`src/rtl/fetch_unit_pkg.sv`:
```
// Shared widths, bus layouts and FSM state codes for the instruction-fetch stage.
package fetch_unit_pkg;

    localparam int unsigned STALL_W     = 6;
    localparam int unsigned ADDR_W      = 32;
    localparam int unsigned BR_WD       = 33;
    localparam int unsigned IF_TO_ID_WD = 33;

    localparam logic STOP    = 1'b1;
    localparam logic NO_STOP = 1'b0;

    typedef enum logic [1:0] {
        FETCH_ST_BOOT = 2'd0,
        FETCH_ST_RUN  = 2'd1,
        FETCH_ST_HOLD = 2'd2
    } fetch_st_e;

    typedef struct packed {
        logic              br_e;
        logic [ADDR_W-1:0] br_addr;
    } br_bus_t;

    typedef struct packed {
        logic              ce;
        logic [ADDR_W-1:0] pc;
    } if_to_id_t;

endpackage

```
`src/rtl/fetch_redirect_buf.sv`:
```
// Holds a redirect taken while fetch is stalled and selects the next PC.
module fetch_redirect_buf
    import fetch_unit_pkg::*;
(
    input  logic              clk,
    input  logic              rst_n,
    input  logic              i_capture,
    input  logic              i_clear,
    input  logic              i_br_e,
    input  logic [ADDR_W-1:0] i_br_addr,
    input  logic [ADDR_W-1:0] i_pc,
    output logic [ADDR_W-1:0] o_next_pc_c
);

    logic              r_pend_v;
    logic [ADDR_W-1:0] r_pend_addr;

    // Newest redirect during a stall wins; cleared when the stall releases.
    always_ff @(posedge clk or negedge rst_n) begin
        if (!rst_n) begin
            r_pend_v    <= 1'b0;
            r_pend_addr <= '0;
        end else if (i_capture && i_br_e) begin
            r_pend_v    <= 1'b1;
            r_pend_addr <= i_br_addr;
        end else if (i_clear) begin
            r_pend_v    <= 1'b0;
        end
    end

    always_comb begin
        o_next_pc_c = i_pc + ADDR_W'(4);
        if (i_br_e) begin
            o_next_pc_c = i_br_addr;
        end else if (r_pend_v) begin
            o_next_pc_c = r_pend_addr;
        end
    end

endmodule

```
`src/rtl/fetch_unit.sv`:
```
// IF stage: PC register and boot/run/hold FSM, instruction SRAM request, IF->ID bus.
module fetch_unit
    import fetch_unit_pkg::*;
#(
    parameter logic [ADDR_W-1:0] RESET_VECTOR = 32'hBFC0_0000
) (
    input  logic                   clk,
    input  logic                   rst,
    input  logic [STALL_W-1:0]     stall,
    input  logic [BR_WD-1:0]       br_bus,
    output logic [IF_TO_ID_WD-1:0] if_to_id_bus,
    output logic                   if_adel,
    output logic                   inst_sram_en,
    output logic [3:0]             inst_sram_we,
    output logic [ADDR_W-1:0]      inst_sram_addr,
    output logic [ADDR_W-1:0]      inst_sram_wdata
);

    fetch_st_e         r_state;
    fetch_st_e         w_state_nxt;
    logic [ADDR_W-1:0] r_pc;
    logic [ADDR_W-1:0] w_pc_nxt;
    logic              r_ce;
    logic              w_ce_nxt;
    logic              r_adel;
    logic              w_capture;
    logic              w_release;
    logic [ADDR_W-1:0] w_next_pc;
    br_bus_t           w_br;
    if_to_id_t         w_if_to_id;
    logic              w_unused_stall;

    assign w_br           = br_bus_t'(br_bus);
    assign w_unused_stall = ^stall[STALL_W-1:1];

    fetch_redirect_buf u_redirect (
        .clk         (clk),
        .rst_n       (rst),
        .i_capture   (w_capture),
        .i_clear     (w_release),
        .i_br_e      (w_br.br_e),
        .i_br_addr   (w_br.br_addr),
        .i_pc        (r_pc),
        .o_next_pc_c (w_next_pc)
    );

    always_ff @(posedge clk or negedge rst) begin
        if (!rst) begin
            r_state <= FETCH_ST_BOOT;
            r_pc    <= RESET_VECTOR - ADDR_W'(4);
            r_ce    <= 1'b0;
            r_adel  <= 1'b0;
        end else begin
            r_state <= w_state_nxt;
            r_pc    <= w_pc_nxt;
            r_ce    <= w_ce_nxt;
            r_adel  <= |w_pc_nxt[1:0];
        end
    end

    // Boot ignores stall and redirect; stalls park in HOLD so redirects are buffered.
    always_comb begin
        w_state_nxt = r_state;
        w_pc_nxt    = r_pc;
        w_ce_nxt    = r_ce;
        w_capture   = 1'b0;
        w_release   = 1'b0;
        case (r_state)
            FETCH_ST_BOOT: begin
                w_state_nxt = FETCH_ST_RUN;
                w_pc_nxt    = RESET_VECTOR;
                w_ce_nxt    = 1'b1;
            end
            FETCH_ST_RUN: begin
                if (stall[0] == STOP) begin
                    w_state_nxt = FETCH_ST_HOLD;
                    w_capture   = 1'b1;
                end else begin
                    w_pc_nxt = w_next_pc;
                    w_ce_nxt = 1'b1;
                end
            end
            FETCH_ST_HOLD: begin
                if (stall[0] == STOP) begin
                    w_capture = 1'b1;
                end else begin
                    w_state_nxt = FETCH_ST_RUN;
                    w_pc_nxt    = w_next_pc;
                    w_ce_nxt    = 1'b1;
                    w_release   = 1'b1;
                end
            end
            default: begin
                w_state_nxt = FETCH_ST_BOOT;
            end
        endcase
    end

    assign w_if_to_id.ce = r_ce;
    assign w_if_to_id.pc = r_pc;

    assign if_to_id_bus    = IF_TO_ID_WD'(w_if_to_id);
    assign if_adel         = r_adel;
    assign inst_sram_en    = r_ce;
    assign inst_sram_we    = 4'b0000;
    assign inst_sram_addr  = r_pc;
    assign inst_sram_wdata = '0;

endmodule
```
`config.mk`:
```
export PLATFORM = sky130hd
export DESIGN_NAME = fetch_unit
export DESIGN_NICKNAME = d
export VERILOG_FILES = /design/src/rtl/fetch_unit_pkg.sv /design/src/rtl/fetch_redirect_buf.sv /design/src/rtl/fetch_unit.sv
export SDC_FILE = /design/constraint.sdc
export NUM_CORES = 1
export LEC_CHECK = 0
export CAP_MARGIN = 25
export CORE_MARGIN = 4
export CORE_UTILIZATION = 43
export CTS_BUF_LIST = sky130_fd_sc_hd__clkbuf_8
export DETAILED_ROUTE_END_ITERATION = 10
export GPL_TIMING_DRIVEN = 1
export HOLD_SLACK_MARGIN = 0.08
export PLACE_DENSITY = 0.88
export SYNTH_ARGS = -nofsm -noshare
export SYNTH_HDL_FRONTEND = slang
export SYNTH_HIERARCHICAL = 1
export SYNTH_SLANG_ARGS = --single-unit
```
`constraint.sdc`:
```
create_clock -name clk -period 1.8 [get_ports clk]
set_input_delay 0.27 -clock clk [delete_from_list [all_inputs] [get_ports clk]]
set_output_delay 0.27 -clock clk [all_outputs]
set_load 0.05 [all_outputs]
```
# Word level (Yosys, flattened, before mapping)
# Cells that the tools add are included.
[classes]
add_sub_neg = 1
n_eq_ne = 5
reduce_logical = 8
mux = 15
[op_table]
columns = ["operator", "n"]
rows = [
  ["32-bit two-way mux", 3],
  ["32-bit one-hot mux with 2 select lines", 1],
  ["32-bit by 3-bit adder with 32-bit output, second input constant", 1],
  ["1-bit two-way mux", 7],
  ["2-bit inequality test, second input constant", 3],
  ["2-bit one-hot mux with 3 select lines", 1],
  ["2-bit two-way mux", 2],
  ["2-bit AND reduction", 2],
  ["2-bit nonzero test", 2],
  ["2-bit OR reduction", 2],
  ["2-bit by 1-bit equality test with 1-bit output, second input constant", 1],
  ["2-bit equality test, second input constant", 1],
  ["2-bit zero test", 1],
  ["1-bit one-hot mux with 2 select lines", 1],
  ["1-bit logical AND", 1],
]
[word_totals]
in_bits = 41
ff_bits = 69
word_cells = 36
output_inout_bits = 103

# Logic depth before layout (Yosys ltp)
[logic_depth]
word_depth = 6
depth_mapped = 9
mapped_depth_nobuf = 8

# Cells and area by module
# The synthesis kept the hierarchy.
[by_module_without_submodules]
columns = ["module", "n_inst", "area_per_inst_um2", "cells_each", "seq_area_each_um2"]
rows = [
  ["fetch_redirect_buf", 1, 2397.3, 256, 825.8],
  ["fetch_unit", 1, 2044.5, 191, 935.9],
]

# Worst setup path before layout
# OpenSTA, ideal clock, no wires.
[synth_timing]
kind = "reg2reg"
start = "register r_pc[2], in the netlist inst_sram_addr[2]"
end = "register r_pc[26], in the netlist inst_sram_addr[26]"
n_path_buf = 1
setup_time_ps = 73
path_slack_ps = -376
period_less_slack_ps = 2176
path_stages_with_launch = 10
required_time_ps = 1727
t_arrival_ps = 2103
path_cell_list = "dfstp_2 -> ha_1 -> and3_1 -> and2_2 -> buf_4 -> a31o_2 -> a21oi_1 -> o31ai_1 -> o21ai_0 -> a21oi_1"
[synth_via]
elab_chain_len = 5
[synth_rtl]
columns = ["element", "line", "text"]
rows = [
  ["start, declared", "fetch_unit.sv:21", "logic [ADDR_W-1:0] r_pc;"],
  ["start signal, assigned", "fetch_unit.sv:50", "r_pc <= RESET_VECTOR - ADDR_W'(4);"],
  ["start signal, assigned", "fetch_unit.sv:55", "r_pc <= w_pc_nxt;"],
  ["32-bit by 3-bit adder with 32-bit output", "fetch_redirect_buf.sv:32", "o_next_pc_c = i_pc + ADDR_W'(4);"],
  ["32-bit two-way mux", "fetch_redirect_buf.sv:35", "end else if (r_pend_v) begin"],
  ["32-bit two-way mux", "fetch_redirect_buf.sv:33", "if (i_br_e) begin"],
  ["named net w_next_pc[26]", "fetch_unit.sv:28", "logic [ADDR_W-1:0] w_next_pc;"],
  ["32-bit two-way mux", "fetch_unit.sv:75, fetch_unit.sv:84", ""],
  ["32-bit one-hot mux with 2 select lines", "fetch_unit.sv:68", "case (r_state)"],
]
# The timed path passes the listed nets, and every way through them passes these cells. The select of a mux whose other input is x is not followed.
# A chain may end at the register's enable or synchronous reset.

# Final worst setup path
[layout_timing]
start = "register r_pc[2], in the netlist inst_sram_addr[2]"
end = "register r_pc[24], in the netlist inst_sram_addr[24]"
# Same word-level chain as after synthesis.

==> impl_metrics.tcl <==
set metrics [dict create \
    outcome "complete, but fails checks" \
    violations "setup timing" \
    worstPathRequired_ns 2.08 \
    endpoint_kind "flop" \
    ys_types 54 \
    fin_skew_ns 0.00762 \
    io_pins 144 \
    drive_gt1_share_pct 43.3 \
    grtUsageMet1_pct 24.9 \
    wl_mm 12.8 \
    max_cap_violations 0 \
    gp_congestion 0.889 \
    fmax_mhz 487 \
    fin_crit_sh_pct 114 \
    final_cell_mix "buf_4 (99), dfrtp_1 (41), conb_1 (36)" \
    power_density_nw_per_um2 1920 \
    ff2ff_setup_slack_ns -0.25 \
    p_leak_nw 2.74 \
    synth.avg_cell_area_um2 9.94 \
    postRouteAntennaNets 0 \
    first_global_vias 4024 \
    synth_warnings 6 \
    overflow 0 \
    area_growth_pct 38.2 \
    final_util_pct 61.9 \
    r2r-start "inst_sram_addr[2]" \
    peakVddDrop_uv 1060 \
    place_area_um2 5740 \
    place_ws_ns -0.297 \
    cp_num_buf_inv 1 \
    synth_flop_cell "dfrtp_1" \
    max_stage_delay_ns 0.64 \
    met3_usage_pct 4.82 \
    drt_iter0_drc 294 \
    rsz0062_at_grt "yes" \
    cts_tree "done" \
    h-tree-depth 3 \
    gr-usage-all-layers_pct 20.4 \
    crit_type "reg2reg" \
    p_switching_mw 5.74 \
    rows 36 \
    top_usage_layer "met2" \
    fin_ws_ns -0.253 \
    core_area_um2 9910 \
    critical_path.max_fanout 5 \
    n_antenna_cell 0 \
    synth_async_sr_flop_share_pct 100 \
    nets 617 \
    initial_core_util_pct 44.8 \
    final_common_cell "buf_4" \
    cp.arrival_ns 2.33 \
    fillers 761 \
    fin_crit_ns 2.05 \
    numCtsBuffers 9 \
    cts_root_buffer "clkbuf_8" \
    cts_sinks 69 \
    met2_usage_pct 34.5 \
    netlist_area_um2 4440 \
    r2r-end "inst_sram_addr[24]" \
    synthCells 447 \
    fp.dieH_um 110 \
    holdWs_ns 0.451 \
    power_frac_seq_pct 25.4 \
    route.detailed.drc 0 \
    setup_viol 22 \
    grt_pass1_wl_mm 19.1 \
    dr_total_vias 3957 \
    viasPerCell 5.59 \
    first_pass_iters 5 \
    final_hold_viol_count 0 \
    path_cells "ha_4, and3_4, buf_6, and2_4, nand4_1, a21oi_2, o31ai_2, o21ai_1, a21oi_1" \
    slew_violations 0 \
    clock_insertion_delay_worst_skew_ns 0.36 \
    power.total_mw 11.8 \
    cts_buffer_depth 2 \
    p_comb_share_pct 65.4 \
    clkTransAtPathRegs_ns 0.08 \
    dieArea_um2 12000 \
    grt_start_max_net_pins 70 \
    worst_setup_path_start_kind "flop" \
    min_path_type "in2async" \
    finalInstanceArea_um2 6140 \
    antenna_found_initial 0 \
    synth_seq_cells 69 \
    relSlewSlack_pct 45.5 \
    p_sw_share_pct 48.7 \
    p_clk_share_pct 9.3 \
    wl_per_cell_um 18.1 \
    ys_seq_area_share_pct 39.7 \
    place_hpwl_mm 8.42 \
    die_x_um 110 \
    worst_pin_slew_ns 0.814 \
    worst_path_max_delay_cell "dfstp_4" \
    portBuffers 102 \
    crit_family "flip-flops" \
    synth_edf_count 0 \
    r2r_cells 9 \
    internal_power_mw 6.06 \
]
-- sequential cells by signal, summed over array words and instances, names as in the netlist --
| signal | count |
|---|---|
| inst_sram_addr | 32 |
| inst_sram_en | 1 |
| if_adel | 1 |
| r_state | 2 |
| u_redirect/r_pend_addr | 32 |
| u_redirect/r_pend_v | 1 |
-- synthesized netlist by cell type (3+ instances only) --
cell type	n	area share, %
a22oi_1	10	1.7
nand3_1	9	1.0
clkbuf_1	6	0.51
mux2i_1	6	1.4
buf_2	9	1.0
nor2_1	23	1.9
a31o_2	3	0.59
nand4_1	9	1.3
dfstp_2	28	17
ha_1	6	1.7
dfrtp_1	41	23
mux2_2	35	8.9
o22ai_1	5	0.70
buf_4	71	12
o21ai_1	6	0.68
and2_1	4	0.56
and3_1	5	0.70
buf_6	4	1.0
a21oi_1	26	2.9
inv_1	3	0.25
nand2_1	29	2.5
xor2_1	14	2.8
a22o_1	21	4.1
o31ai_1	6	1.0
xnor2_1	8	1.6
o21ai_0	25	2.8
-- worst reg2reg max path, stage by stage, from the launching register on --
cell     delay [ns]
dfstp_4        0.64
ha_4           0.14
and3_4         0.22
buf_6          0.11
and2_4         0.20
nand4_1        0.14
a21oi_2        0.15
o31ai_2        0.08
o21ai_1        0.19
a21oi_1        0.11
-- stage by stage --
step / TNS, ns / cells
final: -2.65 / 708
after global routing: -3.95 / 708
after CTS: -1.88 / 702
after detailed placement: -2.93 / 677
after global placement: -1.42 / 677
after floorplan: -2.43 / 482
-- cell type report --
class / count / area [µm²] / share of cell area [%]
Clock inverter: 7 / 35.0 / 0.571
Timing Repair Buffer: 169 / 1740 / 28.4
Sequential cell: 69 / 1800 / 29.4
Tap cell: 133 / 166 / 2.71
Multi-Input combinational cell: 317 / 2250 / 36.7
Clock buffer: 9 / 124 / 2.02
Inverter: 4 / 15.0 / 0.245
-- worst max-delay path by stage --
stage | cells after the start | end | from
6_report | 9 | inst_sram_addr[24] | inst_sram_addr[2]
3_5_place_dp | 7 | inst_sram_addr[23] | br_bus[32]
4_1_cts | 9 | inst_sram_addr[26] | inst_sram_addr[9]
5_1_grt | 9 | inst_sram_addr[24] | inst_sram_addr[12]
3_3_place_gp | 7 | inst_sram_addr[22] | br_bus[32]
2_1_floorplan | 9 | inst_sram_addr[27] | inst_sram_addr[9]
-- kinds of logic (layout without fill, tap and decap cells) --
group,Yosys count,count (layout),share of synthesized area (%)
simple gates,103,104,12.8
fa+ha+maj,6,6,1.69
mux,41,41,10.2
buf+inv,97,189,15.5
other cells,1,36,0.0844
xor+xnor,22,22,4.34
flops,69,69,39.7
compound gates,108,108,15.7
-- timing repair --
action	4_1_cts	5_1_grt
hold buffers	1	0
gates resized for setup	14	25
pin swaps	20	39
endpoints found under the hold margin	41	0
endpoints found under the setup margin	23	58
gates cloned	1	1
buffers inserted	7	6
-- layer usage --
layer  routed length [µm]  share of wire [%]  vias to the layer above
met4                  346                2.7                        0
met1                 5000                 39                     1934
met3                 1130                8.9                       33
li1                     -                  -                     1736
met2                 6300                 49                      254
met5                    0                  0                        -
-- power groups by stage --
stage	registers, mW	logic [mW]	clock network (mW)
3_5_place_dp	3.00	7.43	0
4_1_cts	2.98	7.50	1.11
3_3_place_gp	2.94	7.21	0
2_1_floorplan	4.22	3.90	0
5_1_grt	3.07	8.13	1.17
6_report	2.99	7.71	1.09
(Power assumes the default switching activity.)
